==> src/rtl/rob_param_if.sv <==
// Reorder-buffer port bundle: allocate, writeback, retire/free-tag and status signals.
// The master side drives allocation and writebacks; the slave side is the ROB itself.
interface rob_param_if #(
    parameter int DEPTH    = 64,
    parameter int IDX_W    = $clog2(DEPTH),
    parameter int TAG_W    = 6,
    parameter int NUM_WB   = 4,
    parameter int RETIRE_W = 2
);
    logic                      enq_valid;
    logic                      enq_has_rd;
    logic [TAG_W-1:0]          enq_old_tag;
    logic                      enq_ready;
    logic [IDX_W-1:0]          enq_index;
    logic [NUM_WB-1:0]         wb_valid;
    logic [NUM_WB*IDX_W-1:0]   wb_index;
    logic [RETIRE_W-1:0]       retire_valid;
    logic [RETIRE_W*TAG_W-1:0] retire_tag;
    logic [2:0]                retire_num;
    logic [IDX_W:0]            count;
    logic                      empty;
    logic                      full;
    logic                      wb_err;

    modport master (
        output enq_valid, enq_has_rd, enq_old_tag, wb_valid, wb_index,
        input  enq_ready, enq_index, retire_valid, retire_tag, retire_num,
               count, empty, full, wb_err
    );

    modport slave (
        input  enq_valid, enq_has_rd, enq_old_tag, wb_valid, wb_index,
        output enq_ready, enq_index, retire_valid, retire_tag, retire_num,
               count, empty, full, wb_err
    );
endinterface

==> src/rtl/rob_param.sv <==
// Parametrised in-order-retire reorder buffer; allocation at tail, completion from NUM_WB ports,
// up to RETIRE_W retires per cycle returning old tags. ROB_FLUSH_EN adds a synchronous flush port.
module rob_param #(
    parameter int DEPTH    = 64,
    parameter int IDX_W    = $clog2(DEPTH),
    parameter int TAG_W    = 6,
    parameter int NUM_WB   = 4,
    parameter int RETIRE_W = 2
) (
    input  logic         clk,
    input  logic         reset,
`ifdef ROB_FLUSH_EN
    input  logic         flush,
`endif
    rob_param_if.slave   io
);
    localparam int CW = IDX_W + 1;

    logic [DEPTH-1:0]          v_q, d_q, hr_q;
    logic [TAG_W-1:0]          tag_q [DEPTH];
    logic [IDX_W-1:0]          head_q, tail_q;
    logic [CW-1:0]             count_q, count_n;
    logic                      empty_q, full_q, err_q;
    logic [RETIRE_W-1:0]       rv_q, rv_n;
    logic [RETIRE_W*TAG_W-1:0] rt_q, rt_n;
    logic [2:0]                rnum_q, k;
    logic [DEPTH-1:0]          pop_mask, wb_set, enq_oh;
    logic                      enq_fire, wb_bad;

    // Full is the registered count, so an edge that both retires and would enqueue at full refuses the enqueue.
    assign enq_fire = io.enq_valid && !full_q;
    assign enq_oh   = enq_fire ? ({{(DEPTH-1){1'b0}}, 1'b1} << tail_q) : '0;
    assign count_n  = count_q + CW'(enq_fire) - CW'(k);

    always_comb begin
        logic [IDX_W-1:0] ridx;
        logic             run;
        ridx     = '0;
        run      = 1'b1;
        k        = '0;
        rv_n     = '0;
        rt_n     = '0;
        pop_mask = '0;
        for (int i = 0; i < RETIRE_W; i++) begin
            ridx = head_q + IDX_W'(i);
            if (run && v_q[ridx] && d_q[ridx]) begin
                k              = k + 3'd1;
                pop_mask[ridx] = 1'b1;
                rv_n[i]        = hr_q[ridx];
                rt_n[i*TAG_W +: TAG_W] = hr_q[ridx] ? tag_q[ridx] : '0;
            end else begin
                run = 1'b0;
            end
        end
    end

    always_comb begin
        logic [IDX_W-1:0] widx;
        widx   = '0;
        wb_set = '0;
        wb_bad = 1'b0;
        for (int p = 0; p < NUM_WB; p++) begin
            widx = io.wb_index[p*IDX_W +: IDX_W];
            if (io.wb_valid[p]) begin
                if (v_q[widx]) wb_set[widx] = 1'b1;
                else           wb_bad       = 1'b1;
            end
        end
    end

    always_ff @(posedge clk or posedge reset) begin
        if (reset) begin
            v_q     <= '0;
            d_q     <= '0;
            hr_q    <= '0;
            for (int i = 0; i < DEPTH; i++) tag_q[i] <= '0;
            head_q  <= '0;
            tail_q  <= '0;
            count_q <= '0;
            empty_q <= 1'b1;
            full_q  <= 1'b0;
            err_q   <= 1'b0;
            rv_q    <= '0;
            rt_q    <= '0;
            rnum_q  <= '0;
`ifdef ROB_FLUSH_EN
        end else if (flush) begin
            v_q     <= '0;
            d_q     <= '0;
            head_q  <= '0;
            tail_q  <= '0;
            count_q <= '0;
            empty_q <= 1'b1;
            full_q  <= 1'b0;
            rv_q    <= '0;
            rt_q    <= '0;
            rnum_q  <= '0;
`endif
        end else begin
            v_q     <= (v_q & ~pop_mask) | enq_oh;
            d_q     <= (d_q | wb_set) & ~pop_mask & ~enq_oh;
            if (enq_fire) begin
                hr_q[tail_q]  <= io.enq_has_rd;
                tag_q[tail_q] <= io.enq_old_tag;
                tail_q        <= tail_q + 1'b1;
            end
            head_q  <= head_q + IDX_W'(k);
            count_q <= count_n;
            empty_q <= (count_n == '0);
            full_q  <= (count_n == CW'(DEPTH));
            err_q   <= err_q | wb_bad;
            rv_q    <= rv_n;
            rt_q    <= rt_n;
            rnum_q  <= k;
        end
    end

    assign io.enq_ready    = !full_q;
    assign io.enq_index    = tail_q;
    assign io.retire_valid = rv_q;
    assign io.retire_tag   = rt_q;
    assign io.retire_num   = rnum_q;
    assign io.count        = count_q;
    assign io.empty        = empty_q;
    assign io.full         = full_q;
    assign io.wb_err       = err_q;
endmodule

==> src/flat_wrapper.sv <==
// flat-port wrapper written by rule: the top's interface ports become plain ports
module rob_param_flat 
#(
    parameter int DEPTH    = 64,
    parameter int IDX_W    = $clog2(DEPTH),
    parameter int TAG_W    = 6,
    parameter int NUM_WB   = 4,
    parameter int RETIRE_W = 2
)
  (clk, reset, io_enq_valid, io_enq_has_rd, io_enq_old_tag, io_wb_valid, io_wb_index, io_enq_ready, io_enq_index, io_retire_valid, io_retire_tag, io_retire_num, io_count, io_empty, io_full, io_wb_err);
  rob_param_if #(.DEPTH(DEPTH), .IDX_W(IDX_W), .TAG_W(TAG_W), .NUM_WB(NUM_WB), .RETIRE_W(RETIRE_W)) io_i ();
  input  logic clk;
  input  logic reset;
  input wire logic [$bits(io_i.enq_valid)-1:0] io_enq_valid;
  input wire logic [$bits(io_i.enq_has_rd)-1:0] io_enq_has_rd;
  input wire logic [$bits(io_i.enq_old_tag)-1:0] io_enq_old_tag;
  input wire logic [$bits(io_i.wb_valid)-1:0] io_wb_valid;
  input wire logic [$bits(io_i.wb_index)-1:0] io_wb_index;
  output wire logic [$bits(io_i.enq_ready)-1:0] io_enq_ready;
  output wire logic [$bits(io_i.enq_index)-1:0] io_enq_index;
  output wire logic [$bits(io_i.retire_valid)-1:0] io_retire_valid;
  output wire logic [$bits(io_i.retire_tag)-1:0] io_retire_tag;
  output wire logic [$bits(io_i.retire_num)-1:0] io_retire_num;
  output wire logic [$bits(io_i.count)-1:0] io_count;
  output wire logic [$bits(io_i.empty)-1:0] io_empty;
  output wire logic [$bits(io_i.full)-1:0] io_full;
  output wire logic [$bits(io_i.wb_err)-1:0] io_wb_err;
  assign io_i.enq_valid = io_enq_valid;
  assign io_i.enq_has_rd = io_enq_has_rd;
  assign io_i.enq_old_tag = io_enq_old_tag;
  assign io_i.wb_valid = io_wb_valid;
  assign io_i.wb_index = io_wb_index;
  assign io_enq_ready = io_i.enq_ready;
  assign io_enq_index = io_i.enq_index;
  assign io_retire_valid = io_i.retire_valid;
  assign io_retire_tag = io_i.retire_tag;
  assign io_retire_num = io_i.retire_num;
  assign io_count = io_i.count;
  assign io_empty = io_i.empty;
  assign io_full = io_i.full;
  assign io_wb_err = io_i.wb_err;
  rob_param #(.DEPTH(DEPTH), .IDX_W(IDX_W), .TAG_W(TAG_W), .NUM_WB(NUM_WB), .RETIRE_W(RETIRE_W)) u_core (.clk(clk), .reset(reset), .io(io_i));
endmodule
==> config.mk <==
export PLATFORM = sky130hd
export DESIGN_NAME = rob_param_flat
export DESIGN_NICKNAME = d
export VERILOG_FILES = /design/src/rtl/rob_param_if.sv /design/src/rtl/rob_param.sv /design/src/flat_wrapper.sv
export SDC_FILE = /design/constraint.sdc
export NUM_CORES = 2
export LEC_CHECK = 0
export ABC_AREA = 1
export BUFFER_PORTS_ARGS = -buffer_cell sky130_fd_sc_hd__buf_4
export CAP_MARGIN = 20
export CORE_MARGIN = 2
export CORE_UTILIZATION = 60
export DETAILED_ROUTE_END_ITERATION = 10
export GPL_TIMING_DRIVEN = 0
export PLACE_DENSITY_LB_ADDON = 0.12
export SLEW_MARGIN = 0
export SYNTH_ARGS = -nofsm -noshare
export SYNTH_HDL_FRONTEND = slang
export SYNTH_SLANG_ARGS = --single-unit
==> constraint.sdc <==
create_clock -name clk -period 31.8 [get_ports clk]
set_clock_uncertainty 0.05 [all_clocks]
set_input_delay 7.95 -clock clk [delete_from_list [all_inputs] [get_ports clk]]
set_output_delay 7.95 -clock clk [all_outputs]
set_load 0.1 [all_outputs]
==> key figures, run 1 <==
Outcome
  • Status: did not finish
  • Halt Stage: global routing
  • Tool error: [ERROR GRT-0116] Global routing finished with congestion. Check the congestion regions in the DRC Viewer.

Synth
  • Largest cells by area after synthesis: dfrtp_1 (38%), nand2_1 (22%), o21ai_0 (9.6%), nor2_1 (4.3%), inv_1 (4.1%)
  • Post-synth ARST share: 1.00
  • Synth area leader: dfrtp_1
  • Yosys warnings: 0
  • Cells after Synth: a little over 6k
  • Syn avg cell area: between 6 and 7 um^2
  • Top_reg_cell synth: dfrtp_1
  • Mapped Nets: 6137
  • EDFF count, synth: 0
  • Post-Syn Area: 0.0400 mm^2
  • Netlist cell types: 55
  • Sequential area share after synthesis: 0.384
  • Synthesis-stage register bit count: 614
  • Top-area cell type share of the netlist area: 0.384

Place
  • Detailed Place HPWL: around 170000 um
  • PortBufs: 63
  • Placed Instances: 7036
  • RePlAce Congestion: 1.24

Clocking
  • Post-CTS Setup Inserts: 0
  • H-tree levels: 3
  • Num CTS Buffers: 68
  • Clock Tree Root: clkbuf_16
  • CTS Buffer Depth: 3
  • Hold_buf cts: 0
  • Cts repair resizes: 0
  • CTS sink count: 614

Floorplan
  • I/O Pins: 72
  • Initial Util: 0.607
  • DIE HEIGHT: 262 um
  • Cell row count: 94
  • Die Wd: 262 um

Global routing
  • Total track usage: 0.726
  • First-pass GRT wire length: between 300000 and 400000 um
  • Grt ovf: 31
  • Vias in the first global route: 49.2k
  • Largest net degree at the start of global routing: 134
## Yosys cell counts, types with 7 or more instances
master,n
o22ai_1,126
o2111ai_1,41
o21ai_1,30
nand4_1,134
o31ai_1,11
a22oi_1,36
o21ai_0,771
a21oi_1,77
nor4_1,17
nand3_2,66
nor2_1,456
inv_1,437
clkbuf_1,214
nand2_2,8
dfrtp_1,613
a22o_1,7
nand3_1,232
clkinv_1,11
nor3_1,94
a211oi_1,10
xor2_1,12
nand3b_1,7
inv_2,16
and2_1,7
ha_1,18
buf_2,99
o21bai_1,14
a221oi_1,9
nand2_1,2380
nor2_2,22
buf_1,17
buf_6,16
buf_4,17
## cell families after synthesis
group,count (synthesis),synth area share
buffers and inverters,836,0.0880
XOR/XNOR,15,0.00328
AND/OR/NAND/NOR,3438,0.358
adder cells (fa/ha/maj),20,0.00663
other,1,0.0000938
flip-flops,614,0.384
AO/OA/AOI/OAI,1155,0.160
## layer usage
metal,GRT overflow,global-route usage
met3,0,0.561
met4,22,0.687
met1,0,0.755
met5,0,0.281
met2,9,0.884
## through the flow
stage                      util  setup WS (ps)  cell area (um^2)
after floorplan               -           6610             40000
after global placement    0.631            362             41500
after detailed placement  0.638          20650             42000
after CTS                 0.673          21260             44300
==> run 2, diff against run 1 <==
--- a/config.mk
+++ b/config.mk
@@ -9,10 +9,10 @@
 export BUFFER_PORTS_ARGS = -buffer_cell sky130_fd_sc_hd__buf_4
 export CAP_MARGIN = 20
 export CORE_MARGIN = 2
-export CORE_UTILIZATION = 60
+export CORE_UTILIZATION = 40
 export DETAILED_ROUTE_END_ITERATION = 10
 export GPL_TIMING_DRIVEN = 0
-export PLACE_DENSITY_LB_ADDON = 0.12
+export PLACE_DENSITY_LB_ADDON = 0.15
 export SLEW_MARGIN = 0
 export SYNTH_ARGS = -nofsm -noshare
 export SYNTH_HDL_FRONTEND = slang
==> run 2 against run 1 <==
The flow now finishes, with violations (DRC). Synthesized cell count did not move. Synthesized area did not move.
==> key figures, run 2 <==
Outcome
  • Status: finished, violations left
  • Violated checks: DRC

Clocking
  • Clock Tree Root: clkbuf_16
  • Reg clk slew, reported paths: 60 ps
  • Cts repair resizes: 0
  • Num CTS Buffers: 72
  • Hold_buf cts: 0
  • CTS sink count: 614
  • H-tree levels: 3
  • Post-CTS Setup Inserts: 0
  • CTS tree: done
  • CTS Buffer Depth: 3
  • Clock Latency Late Sink: 670 ps

Power
  • Cell Pwr Density: 109 mW/mm^2
  • Clock power frac: 0.181
  • Gate power share: 0.572
  • Max VDD drop: 89.6 uV
  • Leakage power: approximately 22 nW
  • Tot Pwr: approximately 5.0 mW
  • Internal power: around 2.2 mW
  • Sequential share of power: 0.247
  • Sw Ratio: 0.563
  • NetSw: 2.82 mW

Timing
  • Setup ws final: between 20000 and 25000 ps
  • Final Hold Viols: 0
  • Min Hold Slack: 429 ps
  • Worst slew pin tran: 1360 ps
  • F_max: 85.5 MHz
  • # setup viols final: 0
  • Max Slew Vio Count: 0
  • RSZ-0062 raised after global routing: false
  • Min Tclk post-route: 11700 ps
  • Slew headroom: 0.0905
  • Final Cycle Share: 0.368

Place
  • Detailed Place HPWL: 202000 um
  • Area after DPL: 0.0431 mm^2
  • Dpl ws: ~20000 ps
  • RePlAce Congestion: around 1.1
  • PortBufs: 63

Critical path
  • WS Path Type: input pin to flip-flop
  • Crit-path max FO: 10
  • Crit. End Element: flip-flop
  • CP required: 32240 ps
  • Startpoint Class: input pin
  • Critical Path AT: 12140 ps

Detailed routing
  • First-pass DRT Iterations: 11
  • DR vias: slightly below 50k
  • DR WL/cell: between 30 and 40 um
  • Starting DRT DRC Count: 7727
  • DRC violations left: 1
  • Post-route ant nets: 0
  • Vias per cell: ~6.3
  • Post-Route WL: ~270000 um

Finish
  • Layout Nets: 6354
  • Top reg by flops: u_core.tag_q
  • Synth-to-Final Area Change: 14.7%
  • Max reg flops: between 300 and 400
  • Finished layout cell area: 0.0459 mm^2
  • Commonest non-fill, non-tap cells in the layout: nand2_1 (2380), o21ai_0 (770), dfrtp_1 (613), nor2_1 (448), inv_1 (436)
  • Layout cells sized above 1: 0.0860
  • # fillers: 10.4k
  • Commonest non-fill, non-tap cell in the layout: nand2_1

Synth
  • Top-area cell type share of the netlist area: 0.384
  • Synth cell count leaders: nand2_1 (2380), o21ai_0 (771), dfrtp_1 (613), nor2_1 (456), inv_1 (437)
  • Post-synth ARST share: 1.00
  • Post-Syn Area: 0.0400 mm^2
  • Synth area leader: dfrtp_1
  • Yosys warnings: 0
  • Top_reg_cell synth: dfrtp_1
  • Syn avg cell area: 6.58 um^2
  • Netlist cell types: 55
  • Largest cells by area after synthesis: dfrtp_1 (38%), nand2_1 (22%), o21ai_0 (9.6%), nor2_1 (4.3%), inv_1 (4.1%)
  • Synthesis-stage register bit count: approximately 610
  • Mapped Nets: 6137
  • Sequential area share after synthesis: 0.384
  • Cells after Synth: 6079
  • Most numerous cell in the Yosys netlist: nand2_1
  • EDFF count, synth: 0

Global routing
  • Busiest layer in global routing: met2
  • Initial antenna violation count: 21
  • First-pass GRT wire length: 361000 um
  • Total track usage: 0.510
  • Largest net degree at the start of global routing: 129
  • Met1 Use GR: 0.555
  • Vias in the first global route: 43.7k
  • Met2 usage: 0.747
  • GRT met3 Usage: 0.176
  • Grt ovf: 0

Floorplan
  • I/O Pins: 72
  • Die Wd: 320 um
  • Cell row count: 115
  • DIE HEIGHT: 320 um
  • Core Box Area: around 0.099 mm^2
  • Die ar.: between 0.1 and 0.15 mm^2
  • Initial Util: 0.405

Hold path
  • HP Class: flip-flop to flip-flop

Flow run
  • Max-cap violation count: 0
## run 2: cell counts after synthesis
No cell type changed its count.
## run 2: final cells by class
| type | instances | area, um^2 | area share |
|---|---|---|---|
| diodes | 19 | 47.5 | 0.00104 |
| plain buffers | 371 | 1770 | 0.0386 |
| clock buffers | 99 | 2080 | 0.0452 |
| clock inverters | 31 | 447 | 0.00974 |
| inverters | 465 | 1760 | 0.0383 |
| multi-input cells | 4629 | 21200 | 0.462 |
| flip-flops and latches | 614 | 15400 | 0.335 |
| well taps | 1287 | 1610 | 0.0351 |
| repair buffers | 143 | 1620 | 0.0353 |
## run 2: metal layers
metal  wire (um)  up-vias
met1       88100    22500
met5          98        -
met4       36400       12
met3       32000     1367
li1            -    20300
met2      109000     3911
## run 2: logic make-up after synthesis
logic type,count (synthesis),share of synthesized area
AOI/OAI and AO/OA,1155,0.160
buffers and inverters,836,0.0880
xor gates and xnor gates,15,0.00328
adders and majority gates,20,0.00663
and+or+nand+nor,3438,0.358
DFF,614,0.384
other,1,0.0000938
## run 2: worst max-delay path: stages
cell      delay, ps
buf_4           110
nand2_1         520
clkinv_1       1010
nand2_1         490
nor2_1          330
nand2_1         170
inv_1            60
nand2_1         690
clkbuf_1        560
o21ai_0         210
## run 2: worst paths after layout
check                            startpoint                end  slack [ps]  cells after the start
max                            io_enq_valid    u_core.tag_q[3]       20100                     10
min                        u_core.tag_q[15]   u_core.tag_q[15]         430                      2
max reg2reg                u_core.head_q[0]     u_core.io.full       26130                     26
min reg2reg                u_core.tag_q[15]   u_core.tag_q[15]         430                      2
max in group asynchronous             reset  u_core.tag_q[223]       22810                      4
min in group asynchronous             reset   u_core.io.wb_err        7250                      2
## run 2: power groups by stage
stage                     registers, mW  logic (mW)  clock network [mW]
after CTS                          1.21        2.63               0.902
after global routing               1.23        2.88               0.937
after detailed placement           1.22        2.62                   0
final                              1.24        2.86               0.906
after global placement             1.22        2.53                   0
after floorplan                    1.18        1.38                   0
## run 2: through the flow
| stage | util | std cells | setup TNS [ps] |
|---|---|---|---|
| after detailed placement | 0.437 | 7496 | 0 |
| after CTS | 0.463 | 7626 | 0 |
| after global routing | 0.464 | 7640 | 0 |
| final | 0.465 | 7658 | 0 |
| after global placement | 0.426 | 7429 | -519040 |
| after floorplan | - | 6079 | 0 |
Note: power is estimated with default switching activity, not from simulation.
